<file path="src/rtl/glyph_pkg.sv">
// Shared types and constants for the glyph stroke sequencer.
package glyph_pkg;
  localparam int COORD_W = 8;
  localparam int IDX_W   = 5;

  localparam logic [IDX_W-1:0] STROKE_COUNT [0:9] = '{
    5'd3, 5'd2, 5'd5, 5'd6, 5'd4, 5'd7, 5'd6, 5'd2, 5'd8, 5'd6
  };

  typedef enum logic [2:0] {
    S_IDLE, S_FETCH, S_SETTLE, S_ISSUE, S_WAIT, S_LIFT
  } state_t;

  // Only digits 0-9 are ever latched, so other codes never reach this lookup.
  function automatic logic [IDX_W-1:0] stroke_count(input logic [3:0] g);
    logic [IDX_W-1:0] n;
    n = '0;
    for (int i = 0; i < 10; i++)
      if (g == 4'(i)) n = STROKE_COUNT[i];
    return n;
  endfunction
endpackage

</file>
<file path="src/rtl/glyph_stroke_sequencer_settle_timer.sv">
// Loadable down-counter that paces pen servo settling.
module settle_timer #(
  parameter int W = 16
) (
  input  logic         clk,
  input  logic         rst,
  input  logic         load,
  input  logic         dec,
  input  logic [W-1:0] load_val,
  output logic         zero
);
  logic [W-1:0] cnt;

  always_ff @(posedge clk or posedge rst) begin
    if (rst)                    cnt <= '0;
    else if (load)              cnt <= load_val;
    else if (dec && cnt != '0)  cnt <= cnt - W'(1);
  end

  assign zero = (cnt == '0);
endmodule

</file>
<file path="src/rtl/glyph_stroke_sequencer.sv">
// Walks a glyph's strokes: fetch endpoints, settle pen, issue move, wait for completion.
module glyph_stroke_sequencer
  import glyph_pkg::*;
#(
  parameter int PEN_SETTLE = 4
) (
  input  logic               clk,
  input  logic               rst,
  input  logic               start,
  input  logic [3:0]         glyph,
  input  logic               abort,
  output logic [3:0]         glyph_sel,
  output logic               rom_en,
  output logic [IDX_W-1:0]   rom_idx,
  input  logic [COORD_W-1:0] rom_sx,
  input  logic [COORD_W-1:0] rom_sy,
  input  logic [COORD_W-1:0] rom_ex,
  input  logic [COORD_W-1:0] rom_ey,
  input  logic               rom_pen,
  output logic               mv_valid,
  input  logic               mv_ready,
  output logic [COORD_W-1:0] mv_sx,
  output logic [COORD_W-1:0] mv_sy,
  output logic [COORD_W-1:0] mv_ex,
  output logic [COORD_W-1:0] mv_ey,
  input  logic               mv_done,
  output logic               pen,
  output logic               busy,
  output logic               done
);
  localparam int TW = 16;

  state_t           state;
  logic [IDX_W-1:0] k;
  logic             lift_wait;
  logic             active, last, lift_go, tmr_load, tmr_dec, tmr_zero;

  always_comb begin
    active   = (state == S_FETCH) || (state == S_SETTLE) ||
               (state == S_ISSUE) || (state == S_WAIT);
    last     = (k == stroke_count(glyph_sel) - IDX_W'(1));
    lift_go  = (active && abort) || (state == S_WAIT && mv_done && last);
    tmr_load = (lift_go && pen) || (state == S_FETCH && !abort && rom_pen != pen);
    tmr_dec  = (state == S_SETTLE) || (state == S_LIFT && lift_wait);
  end

  settle_timer #(.W(TW)) u_tmr (
    .clk      (clk),
    .rst      (rst),
    .load     (tmr_load),
    .dec      (tmr_dec),
    .load_val (TW'(PEN_SETTLE - 1)),
    .zero     (tmr_zero)
  );

  always_ff @(posedge clk or posedge rst) begin
    if (rst) begin
      state     <= S_IDLE;
      k         <= '0;
      lift_wait <= 1'b0;
      glyph_sel <= '0;
      rom_en    <= 1'b0;
      rom_idx   <= '0;
      mv_valid  <= 1'b0;
      mv_sx     <= '0;
      mv_sy     <= '0;
      mv_ex     <= '0;
      mv_ey     <= '0;
      pen       <= 1'b0;
      busy      <= 1'b0;
      done      <= 1'b0;
    end else begin
      done    <= 1'b0;
      rom_en  <= 1'b0;
      rom_idx <= '0;
      // Abort and end-of-glyph share one exit; a handshake in the same cycle still completes on the bus.
      if (lift_go) begin
        state     <= S_LIFT;
        mv_valid  <= 1'b0;
        lift_wait <= pen;
        pen       <= 1'b0;
      end else begin
        case (state)
          S_IDLE: if (start && glyph <= 4'd9) begin
            glyph_sel <= glyph;
            k         <= '0;
            rom_en    <= 1'b1;
            busy      <= 1'b1;
            state     <= S_FETCH;
          end
          S_FETCH: begin
            mv_sx <= rom_sx;
            mv_sy <= rom_sy;
            mv_ex <= rom_ex;
            mv_ey <= rom_ey;
            if (rom_pen != pen) begin
              pen   <= rom_pen;
              state <= S_SETTLE;
            end else begin
              mv_valid <= 1'b1;
              state    <= S_ISSUE;
            end
          end
          S_SETTLE: if (tmr_zero) begin
            mv_valid <= 1'b1;
            state    <= S_ISSUE;
          end
          S_ISSUE: if (mv_ready) begin
            mv_valid <= 1'b0;
            state    <= S_WAIT;
          end
          S_WAIT: if (mv_done) begin
            k       <= k + IDX_W'(1);
            rom_en  <= 1'b1;
            rom_idx <= k + IDX_W'(1);
            state   <= S_FETCH;
          end
          S_LIFT: if (!lift_wait || tmr_zero) begin
            lift_wait <= 1'b0;
            busy      <= 1'b0;
            done      <= 1'b1;
            state     <= S_IDLE;
          end
          default: state <= S_IDLE;
        endcase
      end
    end
  end
endmodule

</file>
<file path="config.mk">
export PLATFORM = sky130hd
export DESIGN_NAME = glyph_stroke_sequencer
export DESIGN_NICKNAME = d
export VERILOG_FILES = /design/src/rtl/glyph_pkg.sv /design/src/rtl/glyph_stroke_sequencer_settle_timer.sv /design/src/rtl/glyph_stroke_sequencer.sv
export SDC_FILE = /design/constraint.sdc
export NUM_CORES = 1
export LEC_CHECK = 0
export BUFFER_PORTS_ARGS = -buffer_cell sky130_fd_sc_hd__buf_2
export CELL_PAD_IN_SITES_DETAIL_PLACEMENT = 1
export CELL_PAD_IN_SITES_GLOBAL_PLACEMENT = 1
export CORE_ASPECT_RATIO = 0.9
export CORE_MARGIN = 5
export CORE_UTILIZATION = 44
export DETAILED_ROUTE_END_ITERATION = 16
export MAX_ROUTING_LAYER = met4
export PLACE_DENSITY = 0.93
export REMOVE_ABC_BUFFERS = 1
export SYNTH_ARGS = -nofsm -noshare
export SYNTH_HDL_FRONTEND = slang
export SYNTH_SLANG_ARGS = --single-unit
export TNS_END_PERCENT = 5
</file>
<file path="constraint.sdc">
create_clock -name clk -period 6.2 [get_ports clk]
set_input_delay 0.62 -clock clk [delete_from_list [all_inputs] [get_ports clk]]
set_output_delay 0.62 -clock clk [all_outputs]
set_load 0.02 [all_outputs]
</file>
## Word level (Yosys, flattened, before mapping)

Cells that the tools add are included.

| word-level totals | value |
|---|---|
| flip-flop bits (word level) | 71 |
| output and inout port bits | 46 |
| logic and storage cells | 129 |

| operators by class | value |
|---|---|
| mux-type cells | 46 |
| eq/ne operators | 25 |
| $lt $le $gt $ge | 1 |
| reductions and logical operators | 38 |
| $add $sub $neg | 3 |
| bitwise logic cells | 1 |

Operators by type and width:

| kind | number |
|---|---|
| $mux 5 | 14 |
| $mux 16 | 2 |
| $mux 1 | 18 |
| $mux 3 | 6 |
| $pmux 3 s6 | 1 |
| $eq 4x3->1 const B | 4 |
| $logic_not 16->1 | 1 |
| $reduce_bool 16->1 | 1 |
| $sub 16x1->16 const B | 1 |
| $ne 3x3->1 const B | 5 |
| $reduce_bool 2->1 | 7 |
| $reduce_and 4->1 | 3 |
| $pmux 5 s2 | 1 |
| $logic_and 1x1->1 | 9 |
| $eq 4x2->1 const B | 2 |
| $eq 4x4->1 const B | 2 |
| $logic_or 1x1->1 | 7 |
| $eq 3x2->1 const B | 2 |
| $eq 3x3->1 const B | 2 |
| $reduce_and 2->1 | 3 |
| $add 5x1->5 const B | 1 |
| $eq 5x5->1 | 1 |
| $reduce_and 5->1 | 1 |
| $sub 5x1->5 const B | 1 |
| other kinds (16) | 19 |

## Depth between registers and ports, before layout

| logic depth | value |
|---|---|
| depth after elaboration | 18 |
| gate-level depth with buffers | 11 |

## Hierarchy

From an unflattened synthesis, not the netlist that was laid out.

| second synthesis, totals | value |
|---|---|
| cell total of the unflattened synthesis | 329 |
| area total of the unflattened synthesis | 3643.5 sq um |

Modules (own cells, without submodules):

| module | area an instance (sq um) | times used | cells each | seq. area each (sq um) |
|---|---|---|---|---|
| glyph_stroke_sequencer | 2519.9 | 1 | 206 | 1376.3 |
| settle_timer | 1123.6 | 1 | 123 | 400.4 |

## Worst setup path after synthesis

Ideal clock, no wire load.

| timing | value |
|---|---|
| path kind | reg2reg |
| from | register glyph_sel[2] |
| to | register u_tmr.cnt[1] |
| setup slack | 3.587 ns |
| cell stages (with the launch flop) | 11 |
| arrival time | 2.489 ns |
| period minus slack after synthesis | 2.613 ns |
| library setup time | 0.124 ns |
| required time | 6.076 ns |
| cell sequence | dfrtp_1 > buf_6 > or3_4 > and2_1 > ha_1 > xnor2_1 > nor3_2 > o211ai_2 > nor3_1 > a221o_1 > a211o_1 |

| between the ends | value |
|---|---|
| cells in the longest elaborated chain, start to end | 18 |
| elaborated cells on any way between the ends | 28 |
| those cells by class | add/sub (1); eq/ne (10); mux (11); reduce/logical (6) |

RTL lines:

| what | line | RTL |
|---|---|---|
| start: declaration | glyph_stroke_sequencer.sv:12 | `output logic [3:0] glyph_sel,` |
| start signal: assignment | glyph_stroke_sequencer.sv:85 | `glyph_sel <= glyph;` |
| $logic_not 4->1 | glyph_pkg.sv:19 | `if (g == 4'(i)) n = STROKE_COUNT[i];` |
| $mux 2 | glyph_pkg.sv:19 |  |
| $mux 5 (8 in a row) | glyph_pkg.sv:19 |  |
| $mux 5 (*) | glyph_pkg.sv:19 |  |
| $sub 5x1->5 (*) | glyph_stroke_sequencer.sv:41 | `last = (k == stroke_count(glyph_sel) - IDX_W'(1));` |
| $eq 5x5->1 (*) | glyph_stroke_sequencer.sv:41 |  |
| $logic_and 1x1->1 (*) | glyph_stroke_sequencer.sv:42 | `lift_go = (active && abort) \|\| (state == S_WAIT && mv_done && last);` |
| $logic_or 1x1->1 (*) | glyph_stroke_sequencer.sv:42 |  |
| $logic_and 1x1->1 (*) | glyph_stroke_sequencer.sv:43 | `tmr_load = (lift_go && pen) \|\| (state == S_FETCH && !abort && rom_pen != pen);` |
| $logic_or 1x1->1 (*) | glyph_stroke_sequencer.sv:43 |  |
| $mux 16 / $reduce_bool 2->1 (equally long branches) | - |  |
| end signal: assignment | glyph_stroke_sequencer_settle_timer.sv:16 | `else if (load) cnt <= load_val;` |
| end signal: assignment | glyph_stroke_sequencer_settle_timer.sv:17 | `else if (dec && cnt != '0) cnt <= cnt - W'(1);` |
| end: declaration | glyph_stroke_sequencer_settle_timer.sv:12 | `logic [W-1:0] cnt;` |

Mark *: on every way between the ends. The rest lies on a longest branch, timed or not.
A chain may end at the register's enable or synchronous reset.

## Worst setup path in the final report

Same ends and word-level chain as after synthesis.

==> flow_summary_export.csv <==
group,metric,value,unit
timing,timing.fmax,342,MHz
status,outcome,"completed",
worst_hold_path,whs_endpoint,"mv_sy[5]",
cts,cts-root-buf,"clkbuf_8",
flow_run,drv_cap,0,
cts,cts_max_level,3,
setup_path,startpoint_type,"flop",
cells_and_area,layout_common_cells,"88 x buf_2, 71 x dfrtp_1, 34 x mux2_2",
floorplan,die_h,92.0,µm
global_route,overflow,0,
cts,post_cts_buffers,0,
setup_path,worst_r2r_endpoint,"u_tmr.cnt[1]",
setup_path,r2r_cells,8,
route,drc,0,
floorplan,fp.dieW,101,µm
timing,drv_slew,0,
timing,setup_slack,3.27,ns
setup_path,path_class,"flop to flop",
yosys,ys_top_cells_by_area,"dfrtp_1 54%, mux2_2 12%, xnor2_1 4.3%",
setup_path,reg2reg_from,"glyph_sel[2]",
yosys,synth_area_leader_cell,"dfrtp_1",
global_route,grt_pass1_wl,14200,µm
power_and_ir_drop,peakVddDrop,0.000188,V
floorplan,initial_core_util,45.8,%
cells_and_area,fillers,814,
timing,post-route-period-util,47.2,%
cells_and_area,multi_input_area,1400,µm²
cts,path_clk_slew,0.08,ns
timing,setup_violations,0,
yosys,yosysTopAreaCellShare,54.0,%
yosys,synth_seq_area_share,54.0,%
cts,cts_sinks,71,
cts,hold_buffers,0,
timing,hold_ws,0.492,ns
power_and_ir_drop,pwr-share-comb,46.7,%
timing,tightest_slew,0.879,ns
yosys,ys_types,52,
yosys,ys_async_sr_fraction,100,%
setup_path,regToRegSetupSlack,3.27,ns
floorplan,coreArea,7180,µm²
cts,cts_buffer_depth,2,
route,routedWlPerCell,18.9,µm
cells_and_area,final_common_cell,"buf_2",
cts,worstSkewPairLatency,0.35,ns
worst_hold_path,min-delay-start,"rom_sy[5]",
yosys,postSynthAreaPerCell,11.7,µm²
cells_and_area,antenna_cells,0,
setup_path,arrival,3.16,ns
setup_path,endpoint_kind,"flop",
placement,dp_hpwl,6300,µm
worst_hold_path,hp-class,"primary input to flop",
power_and_ir_drop,p_int,1.40,mW
worst_hold_path,min_path_cells,2,
timing,maxSlewHeadroom,41.4,%
yosys,synthCells,282,
timing,rsz0062_at_grt,"false",
power_and_ir_drop,power_leakage,1.88,nW
power_and_ir_drop,p_seq_share,36.3,%
placement,io_buffer_count,88,
floorplan,rows,29,
route,dr.pass1.iters,4,
global_route,antenna_found_initial,0,
cells_and_area,area_growth,21.8,%
route,vias,2557,
power_and_ir_drop,p_sw,1.04,mW
route,wirelength,8840,µm
power_and_ir_drop,p_per_area,607,nW/µm²
cts,post_cts_resize_count,0,
power_and_ir_drop,swShare,42.6,%
yosys,netlist_area,3290,µm²
yosys,synth_warnings,0,
floorplan,die-area,9310,µm²
placement,place_ws,3.35,ns
yosys,synth_ff_type,"dfrtp_1",
cts,cts_buffers,9,
route,final_antenna_net_count,0,
global_route,grt_start_max_net_pins,72,
global_route,grt_pass1_vias,2691,
yosys,synth_edf_count,0,
setup_path,cp.required,6.43,ns
power_and_ir_drop,clockPowerShare,17.0,%
route,drt_iter0_markers,113,
floorplan,ios,89,
timing,finalHoldViolCount,0,
cells_and_area,fin_util,55.7,%
route,vias_per_cell,5.48,
cts,cts_tree,"done",
cells_and_area,regArea,1780,µm²
cells_and_area,final_nets,415,
timing,finalSetupTns,0,ns
setup_path,crit_path_max_fanout,16,
yosys,synth-seq-cells,71,
placement,place_congestion,0.904,
timing,post-route-min-period,2.93,ns
timing,skew,0.00908,ns
global_route,gr-usage-all-layers,20.4,%
cells_and_area,drive_gt1_share,40.4,%
[state kept, by name, indices dropped and copies added (netlist names)]
register / cells
done: 1
mv_valid: 1
rom_idx: 5
glyph_sel: 4
pen: 1
mv_sx: 8
state: 3
lift_wait: 1
rom_en: 1
mv_ex: 8
busy: 1
mv_ey: 8
u_tmr.cnt: 16
k: 5
mv_sy: 8
[stage by stage]
step                area [µm²]  total power, mW  instances
global placement          3780             1.93        451
global route              4010             2.58        467
detailed placement        3780             2.01        451
finish                    4010             2.43        467
floorplan                 3210             1.65        268
CTS                       4010             2.46        467
[power groups by stage]
| stage | Sequential (mW) | Clock, mW | Combinational, mW |
|---|---|---|---|
| final | 0.882 | 0.413 | 1.14 |
| after global routing | 0.912 | 0.440 | 1.23 |
| after CTS | 0.883 | 0.421 | 1.15 |
| after detailed placement | 0.888 | 0 | 1.13 |
| after global placement | 0.855 | 0 | 1.07 |
| after floorplan | 1.00 | 0 | 0.642 |
[worst max-delay path by stage]
stage | start | to | depth (start not counted)
3_5_place_dp | glyph_sel[2] | u_tmr.cnt[1] | 9
4_1_cts | glyph_sel[2] | u_tmr.cnt[1] | 8
2_1_floorplan | glyph_sel[2] | u_tmr.cnt[1] | 9
3_3_place_gp | glyph_sel[2] | u_tmr.cnt[1] | 9
5_1_grt | glyph_sel[2] | mv_valid | 9
6_report | glyph_sel[2] | u_tmr.cnt[1] | 8
[Yosys cell counts (all sizes together) (2+ instances only)]
cell     n
nand3b   3
and3     3
nor4b    2
dfrtp   71
nor3     7
mux2    36
nand2   10
ha       3
clkbuf   5
and2     3
o211ai   2
nand3    9
nand2b   3
nand4    2
xor2     8
buf      9
nor2    32
mux2i    2
nor4     3
or4      2
a211o    2
or2      4
o31ai    3
o21bai   2
xnor2   16
o22ai    4
inv      9
a21oi    6
o21ai    4
or3b     2
or3      2
[metal layers]
| layer | share of wire (%) | vias up | global-route usage [%] |
|---|---|---|---|
| met5 | 0 | - | - |
| met3 | 5.5 | 20 | 3.41 |
| met4 | 3.1 | 0 | 9.30 |
| met1 | 40 | 1290 | 23.7 |
| met2 | 51 | 89 | 34.3 |
| li1 | - | 1158 | - |
[critical path, cell delays in order, from the launching register on]
cell     delay, ns
dfrtp_1       0.50
or3_4         0.44
and2_1        0.15
ha_1          0.23
xnor2_1       0.16
xnor2_1       0.28
nor3_1        0.10
a221o_1       0.59
a211o_1       0.36
[area by class of cell]
class	instances	share of cell area, %
Sequential cell	71	44.4
Timing Repair Buffer	90	11.4
Clock buffer	9	3.09
Clock inverter	7	2.41
Inverter	9	0.843
Tap cell	93	2.91
Multi-Input combinational cell	188	35.0
[cells by family after synthesis]
kind of cell,count (synthesis),synth area share [%]
buf+inv,23,3.35
mux,38,12.9
flops,71,54.0
xor+xnor,24,6.39
compound gates,32,7.00
simple gates,91,15.2
fa+ha+maj,3,1.14
No activity file was read; power rests on OpenSTA's default activity.
